===== config.mk =====
export PLATFORM = sky130hd
export DESIGN_NAME = ibex_wb_rf_arbiter
export DESIGN_NICKNAME = d
export VERILOG_FILES = /design/src/rtl/ibex_wb_rf_arbiter.sv
export SDC_FILE = /design/constraint.sdc
export NUM_CORES = 1
export LEC_CHECK = 0
export CORE_MARGIN = 8
export CORE_UTILIZATION = 38
export DETAILED_ROUTE_END_ITERATION = 12
export GPL_ROUTABILITY_DRIVEN = 0
export PLACE_DENSITY_LB_ADDON = 0.1
export SETUP_SLACK_MARGIN = 0.5
export SLEW_MARGIN = 25
export SYNTH_ARGS = -nofsm -noshare
export SYNTH_HDL_FRONTEND = slang
export SYNTH_SLANG_ARGS = --single-unit
export TNS_END_PERCENT = 5

===== constraint.sdc =====
create_clock -name clk_i -period 1.6 [get_ports clk_i]
set_input_delay 0.24 -clock clk_i [delete_from_list [all_inputs] [get_ports clk_i]]
set_output_delay 0.24 -clock clk_i [all_outputs]
set_load 0.01 [all_outputs]

===== src/rtl/ibex_wb_rf_arbiter.sv =====
// ibex_wb_rf_arbiter: merges execute results and in-order load responses onto the register file write port
module ibex_wb_rf_arbiter #(
    parameter int DataWidth = 32,
    parameter int LoadDepth = 2
) (
    input  logic                 clk_i,
    input  logic                 rst_i,
    input  logic                 ex_valid_i,
    input  logic [4:0]           ex_waddr_i,
    input  logic [DataWidth-1:0] ex_wdata_i,
    output logic                 ex_ready_o,
    input  logic                 lsu_issue_i,
    input  logic [4:0]           lsu_issue_waddr_i,
    output logic                 lsu_issue_ready_o,
    input  logic                 lsu_rvalid_i,
    input  logic [DataWidth-1:0] lsu_rdata_i,
    input  logic                 lsu_err_i,
    input  logic [4:0]           raddr_a_i,
    input  logic [4:0]           raddr_b_i,
    output logic                 hazard_a_o,
    output logic                 hazard_b_o,
    output logic                 rf_we_o,
    output logic [4:0]           rf_waddr_o,
    output logic [DataWidth-1:0] rf_wdata_o,
    output logic                 load_err_o,
    output logic                 resp_unexp_o
);
    localparam int AW = $clog2(LoadDepth);
    localparam logic [AW:0] Full = (AW+1)'(LoadDepth);

    logic [4:0]           q_addr_q [LoadDepth];
    logic [4:0]           q_addr_d [LoadDepth];
    logic [AW-1:0]        rptr_q, rptr_d, wptr_q, wptr_d;
    logic [AW:0]          cnt_q, cnt_d;
    logic                 we_q, we_d, err_q, err_d, unexp_q, unexp_d;
    logic [4:0]           waddr_q, waddr_d;
    logic [DataWidth-1:0] wdata_q, wdata_d;
    logic                 push, pop, load_wr, ex_acc, pend_a, pend_b;
    logic [4:0]           head;

    assign ex_ready_o        = !lsu_rvalid_i;
    assign lsu_issue_ready_o = cnt_q != Full;
    assign rf_we_o           = we_q;
    assign rf_waddr_o        = waddr_q;
    assign rf_wdata_o        = wdata_q;
    assign load_err_o        = err_q;
    assign resp_unexp_o      = unexp_q;

    // Next-state: queue pointers, load-priority write selection, error flags
    always_comb begin
        push     = lsu_issue_i && lsu_issue_ready_o;
        pop      = lsu_rvalid_i && cnt_q != '0;
        head     = q_addr_q[rptr_q];
        load_wr  = pop && !lsu_err_i && head != 5'd0;
        ex_acc   = ex_valid_i && ex_ready_o;
        q_addr_d = q_addr_q;
        if (push) q_addr_d[wptr_q] = lsu_issue_waddr_i;
        wptr_d   = wptr_q + AW'(push);
        rptr_d   = rptr_q + AW'(pop);
        cnt_d    = cnt_q + (AW+1)'(push) - (AW+1)'(pop);
        we_d     = pop ? load_wr : ex_acc && ex_waddr_i != 5'd0;
        waddr_d  = load_wr ? head : ex_acc ? ex_waddr_i : waddr_q;
        wdata_d  = load_wr ? lsu_rdata_i : ex_acc ? ex_wdata_i : wdata_q;
        err_d    = pop && lsu_err_i;
        unexp_d  = unexp_q || (lsu_rvalid_i && cnt_q == '0);
    end

    // Hazard: read address matches a live queue entry or the write in flight
    always_comb begin
        pend_a = 1'b0;
        pend_b = 1'b0;
        for (int i = 0; i < LoadDepth; i++) begin
            if ({1'b0, AW'(AW'(i) - rptr_q)} < cnt_q) begin
                if (q_addr_q[i] == raddr_a_i) pend_a = 1'b1;
                if (q_addr_q[i] == raddr_b_i) pend_b = 1'b1;
            end
        end
        hazard_a_o = raddr_a_i != 5'd0 && (pend_a || (we_q && waddr_q == raddr_a_i));
        hazard_b_o = raddr_b_i != 5'd0 && (pend_b || (we_q && waddr_q == raddr_b_i));
    end

    // State registers with synchronous reset
    always_ff @(posedge clk_i) begin
        if (rst_i) begin
            q_addr_q <= '{default: '0};
            rptr_q   <= '0;
            wptr_q   <= '0;
            cnt_q    <= '0;
            we_q     <= 1'b0;
            waddr_q  <= '0;
            wdata_q  <= '0;
            err_q    <= 1'b0;
            unexp_q  <= 1'b0;
        end else begin
            q_addr_q <= q_addr_d;
            rptr_q   <= rptr_d;
            wptr_q   <= wptr_d;
            cnt_q    <= cnt_d;
            we_q     <= we_d;
            waddr_q  <= waddr_d;
            wdata_q  <= wdata_d;
            err_q    <= err_d;
            unexp_q  <= unexp_d;
        end
    end
endmodule


==> summary.txt <==
Die
  – Die X: around 100 um
  – Initial Utilization: 38.9%
  – Die ar.: about 11000 sq um
  – Die H: about 100 um
  – Core area: about 7700 sq um
  – I/O pin count: 134
  – # rows: 32

Layout
  – Post-route design area: between 5000 and 6000 sq um
  – Area Growth Syn to Fin: 74.6%
  – Most common cell after layout, fill and taps aside: clkdlybuf4s50_1
  – Fillcell total: about 650
  – Most frequent cells in the layout: clkdlybuf4s50_1, nand2_1, dfxtp_1
  – Layout cells sized above 1: roughly two fifths
  – Final net count: ~600
  – Register area: 1110 sq um
  – Multi-input gate area: a little under 2000 sq um

Outcome
  – Status: complete, but fails checks
  – Failing checks: negative setup slack

Logic synthesis
  – EDFF count, synth: 0
  – Post-synthesis compound-gate area fraction: 20.6%
  – Mapped Nets: ~430
  – Synth Area in XOR/XNOR: a little under a tenth
  – Async S/R FF share, synth: 0%
  – Seq cells post-synth: 54
  – Post-Synth Adder-Cell Area: around 1.7%
  – Avg Cell Area, Syn: slightly below 9 sq um
  – Simple-gate area share of the yosys netlist: between 20% and 30%
  – Main combinational cell family by area after synthesis: simple AND/OR/NAND/NOR gates
  – Multiplexer share of the synthesized area: 5.06%
  – Synthesized area: between 2000 and 3000 sq um
  – Syn Inst Count: around 340
  – Main synth FF type: dfxtp_1
  – Post-synth cell types: 39
  – Yosys warnings: 0
  – Share of the synthesized area in the top cell type: 36.2%
  – Leading area contributor after synthesis: dfxtp_1
  – Sequential element share of the synthesized area: between 30% and 40%
  – Largest cells by area after synthesis: dfxtp_1, a311oi_2, nand2_1

STA
  – Fmax: roughly 510 MHz
  – Final TNS setup: -1.90 ns
  – Clock Skews: 0.00543 ns
  – Worst-Margin Slew: slightly above 0.4 ns
  – Period utilisation layout: 123%
  – Pins Over Slew Limit: 0
  – Final Hold Viols: 0
  – Final WS setup: -0.376 ns
  – Final Critical Period: 1.98 ns
  – Final setup fails: 30
  – RSZ-0062 raised after global routing: true
  – Slew margin rel.: between 70% and 80%

Setup path
  – Setup crit end kind: output port
  – Crit start category: flop
  – CP Max Fanout: 2
  – Crit path required time: between 1 and 1.5 ns
  – Crit Reg-Reg Startpoint: q_addr_q[9]$_SDFFE_PP0P_
  – CP Launch Point: q_addr_q[3]$_SDFFE_PP0P_
  – Crit Path Category: reg2out
  – Crit path DAT: 1.74 ns

Power and ir drop
  – Combinational power share: approximately 47%
  – Pwr Density: ~940 nW/um^2
  – Sequential share of power: between 30% and 40%
  – P_int: 3.25 mW
  – Maximum vdd drop: between 0.4 and 0.5 mV
  – Leakage: just over 2 nW
  – Sw power: ~1.6 mW
  – Clock power share: 18.5%
  – Sw Share: between 30% and 40%

CTS
  – Total CTS buffers: 5
  – Htree depth: 2
  – Clock tree buffer depth: 2
  – Clk Latency, worst-skew pair: between 0.3 and 0.4 ns
  – Clock Tree Root: clkbuf_8
  – Worst-path clk slew: 0.10 ns
  – Clk sinks: 54
  – CTS tree: built

Drt
  – Final antenna-violating net count: 0
  – Total Routed Length: a little over 10000 um
  – Number of iterations in the first detailed-routing pass: 4
  – Via count: 3039
  – Drt drc: 0
  – Vias per cell: around 5.0
  – Initial DRC Count: 62
  – Per-cell routed wire length: roughly 17 um

Global route
  – GR Overflow Total: 0
  – Number of global-route vias before repair: between 3000 and 4000
  – Global-route wire length before repair: ~17000 um
  – Initial antenna violation count: 1
  – Largest net degree at the start of global routing: 27
  – Global Route Usage Sum: a little under a fifth

Hold path
  – Min-Delay Path Class: in2reg
  – HP Start: rst_i

Placed design
  – DP Area: 4790 sq um
  – DP Wirelength: 7690 um
  – IO Port Bufs: ~130

Run
  – Max cap viols: 0
Yosys cell counts, types with 5 or more instances:
cell type  number
a21oi_1        15
a22oi_1         5
a311oi_2       25
buf_6           5
clkbuf_1       14
dfxtp_1        54
inv_1           6
mux2i_1        14
nand2_1        62
nand3_1         7
nor2_1         45
nor3_1          6
nor4_1          5
xnor2_1         7
xor2_1         25
worst max-delay path, stage by stage, from the launching register on:
cell	delay [ns]
dfxtp_2	0.34
xor2_1	0.13
or4_4	0.52
nor3_2	0.12
a31oi_1	0.07
a21oi_2	0.12
buf_2	0.14
worst paths after layout:
path,end,cells past startpoint,slack [ns]
min,cnt_q[0]$_SDFF_PP0_,2,0.34
max reg2reg,rf_wdata_o[19]$_SDFFE_PP0P_,8,-0.12
min reg2reg,rf_wdata_o[1]$_SDFFE_PP0P_,2,0.47
max,hazard_b_o,6,-0.38
state kept, by name (all words and copies together) (netlist names):
name	cells
cnt_q	2
q_addr_q	10
rptr_q	1
load_err_o	1
rf_waddr_o	5
rf_we_o	1
wptr_q	1
resp_unexp_o	1
rf_wdata_o	32
layer usage:
layer  GRT usage, %  wire length, um  up-vias
met5              0                0        -
met1           21.3             4400     1409
met3           6.82              776       12
met4           4.59              133        0
met2           31.5             5050       93
li1               -                -     1525
layout make-up:
class / count / area share, %
antenna: 1 / 0.0479
timing repair buffer: 188 / 36.4
sequential: 54 / 21.3
inverter: 6 / 0.527
clock buffer: 8 / 2.11
tap: 102 / 2.44
multi-input combinational: 253 / 37.2
repair_timing:
item,CTS,global route
resized for setup,187,40
setup endpoints to repair,95,87
gates cloned,2,0
hold buffers,0,0
buffers inserted,2,3
pin swaps,22,35
endpoints found under the hold margin,0,0
power groups by stage:
| stage | Clock (mW) | Combinational (mW) | Sequential (mW) |
|---|---|---|---|
| after detailed placement | 0 | 2.05 | 1.71 |
| after global routing | 0.961 | 2.47 | 1.73 |
| after global placement | 0 | 2.02 | 1.71 |
| after CTS | 0.911 | 2.21 | 1.71 |
| after floorplan | 0 | 0.939 | 1.82 |
| final | 0.902 | 2.27 | 1.71 |
metrics by stage:
stage | utilization, % | power, mW | hold slack, ns | setup slack, ns | std cells
2_1_floorplan | - | 2.76 | 0.381 | -0.0236 | 338
3_3_place_gp | 62.4 | 3.73 | 0.453 | -0.915 | 596
3_5_place_dp | 62.4 | 3.77 | 0.464 | -0.941 | 596
4_1_cts | 66.2 | 4.82 | 0.314 | -0.390 | 608
5_1_grt | 67.9 | 5.17 | 0.352 | -0.446 | 612
6_report | 67.9 | 4.88 | 0.341 | -0.376 | 612
cells by family (layout without fill, tap and decap cells):
kind of cell,count (synthesis),after routing
simple gates,141,141
compound gates,61,61
flops,54,54
xor+xnor,32,32
buf+inv,31,202
mux,15,15
fa+ha+maj,4,4
other cells,0,1
(Power assumes the default switching activity.)
==> edit, RTL diff (same settings) <==
Remove the register `err_q`: a continuous assignment takes its place, so the output `load_err_o` follows one clock earlier.
--- a/src/rtl/ibex_wb_rf_arbiter.sv
+++ b/src/rtl/ibex_wb_rf_arbiter.sv
@@ -90,5 +90,4 @@
             waddr_q  <= '0;
             wdata_q  <= '0;
-            err_q    <= 1'b0;
             unexp_q  <= 1'b0;
         end else begin
@@ -100,8 +99,9 @@
             waddr_q  <= waddr_d;
             wdata_q  <= wdata_d;
-            err_q    <= err_d;
             unexp_q  <= unexp_d;
         end
     end
+
+    assign err_q = err_d;
 endmodule
 
Formal check against the unedited RTL: not equivalent (a bounded check fails within 4 cycles, from zero or initial values and one cycle with rst_i high).
==> edit against the unedited design <==
  * Power is 1.2% higher
  * Design area hardly changed
  * Critical endpoint unchanged
  * First-iteration DRC count is 35% higher
  * Wire length is 4.5% higher
  * Highest routed layer is now met5
  * Sequential cell count is 1 lower
  * Area after synthesis is 1.2% lower
  * Largest cell class is now non-clock buffers
  * Worst setup slack worse by 17 ps
  * Non-clock buffer count is 10 higher
  * The run still ends with setup timing left
==> edit: results <==
export IMPL_routed_top_layer="met5"
export IMPL_status="complete, but fails checks"
export IMPL_synth_mux_area_frac=0.0445
export IMPL_grt_pass1_vias=3476
export IMPL_r2r_start="rptr_q$_SDFF_PP0_"
export IMPL_violations="setup timing"
export IMPL_yosys_top_cells_area="dfxtp_1, a311oi_2, nand2_1"
export IMPL_grt_first_pass_wirelength_um=17100
export IMPL_setup_viol=41
export IMPL_drive_above_1_share=0.369
export IMPL_critPathMaxStageDelay_ps=540
export IMPL_wl_met2_um=5440
export IMPL_powerDensity_nw_per_um2=945
export IMPL_drtIter0Drc=84
export IMPL_use_met1=0.211
export IMPL_grtUsageMet2=0.327
export IMPL_wl_met3_um=725
export IMPL_dp_hpwl_um=7490
export IMPL_wl_met1_um=4440
export IMPL_tightest_slew_ps=414
export IMPL_synthAdderAreaFrac=0.0169
export IMPL_finalSetupTns_ps=-10900
export IMPL_avgRoutedWirePerCell_um=17.5
export IMPL_nets=612
export IMPL_clock_skew_ps=5.94
export IMPL_ys_seq_area_frac=0.359
export IMPL_synth_top_cells_by_count="nand2_1, dfxtp_1, nor2_1"
export IMPL_grt_usage=0.189
export IMPL_cts_resized=168
export IMPL_vias=3185
export IMPL_synth_nets=431
export IMPL_setup_slack_ps=-393
export IMPL_fillers=632
-- edit: cell types whose count changed in the layout (fill, tap and decap cells not counted), moves of 4 or more --
cell / change
a21oi_1: -5
a21oi_2: -4
a311oi_1: -4
a311oi_2: +5
a31oi_1: +5
buf_4: +9
clkdlybuf4s15_2: -5
dlygate4sd2_1: +6
nand2_1: +5
nor2_1: +9
-- edit: area by class of cell --
type	instances	area, µm²	share of cell area
inverters	6	25.0	0.00479
well taps	102	128	0.0244
flip-flops and latches	53	1080	0.207
clock buffers	5	68.8	0.0132
clock inverters	2	35.0	0.00670
multi-input cells	254	1890	0.361
repair buffers	198	2000	0.383
-- edit: final timing paths --
| kind | slack, ps | endpoint | depth (start not counted) |
|---|---|---|---|
| setup reg to reg | -340 | rf_wdata_o[29]$_SDFFE_PP0P_ | 9 |
| hold reg to reg | 470 | resp_unexp_o$_SDFF_PP0_ | 2 |
| setup / recovery | -390 | hazard_b_o | 6 |
| hold / removal | 330 | wptr_q$_SDFF_PP0_ | 2 |
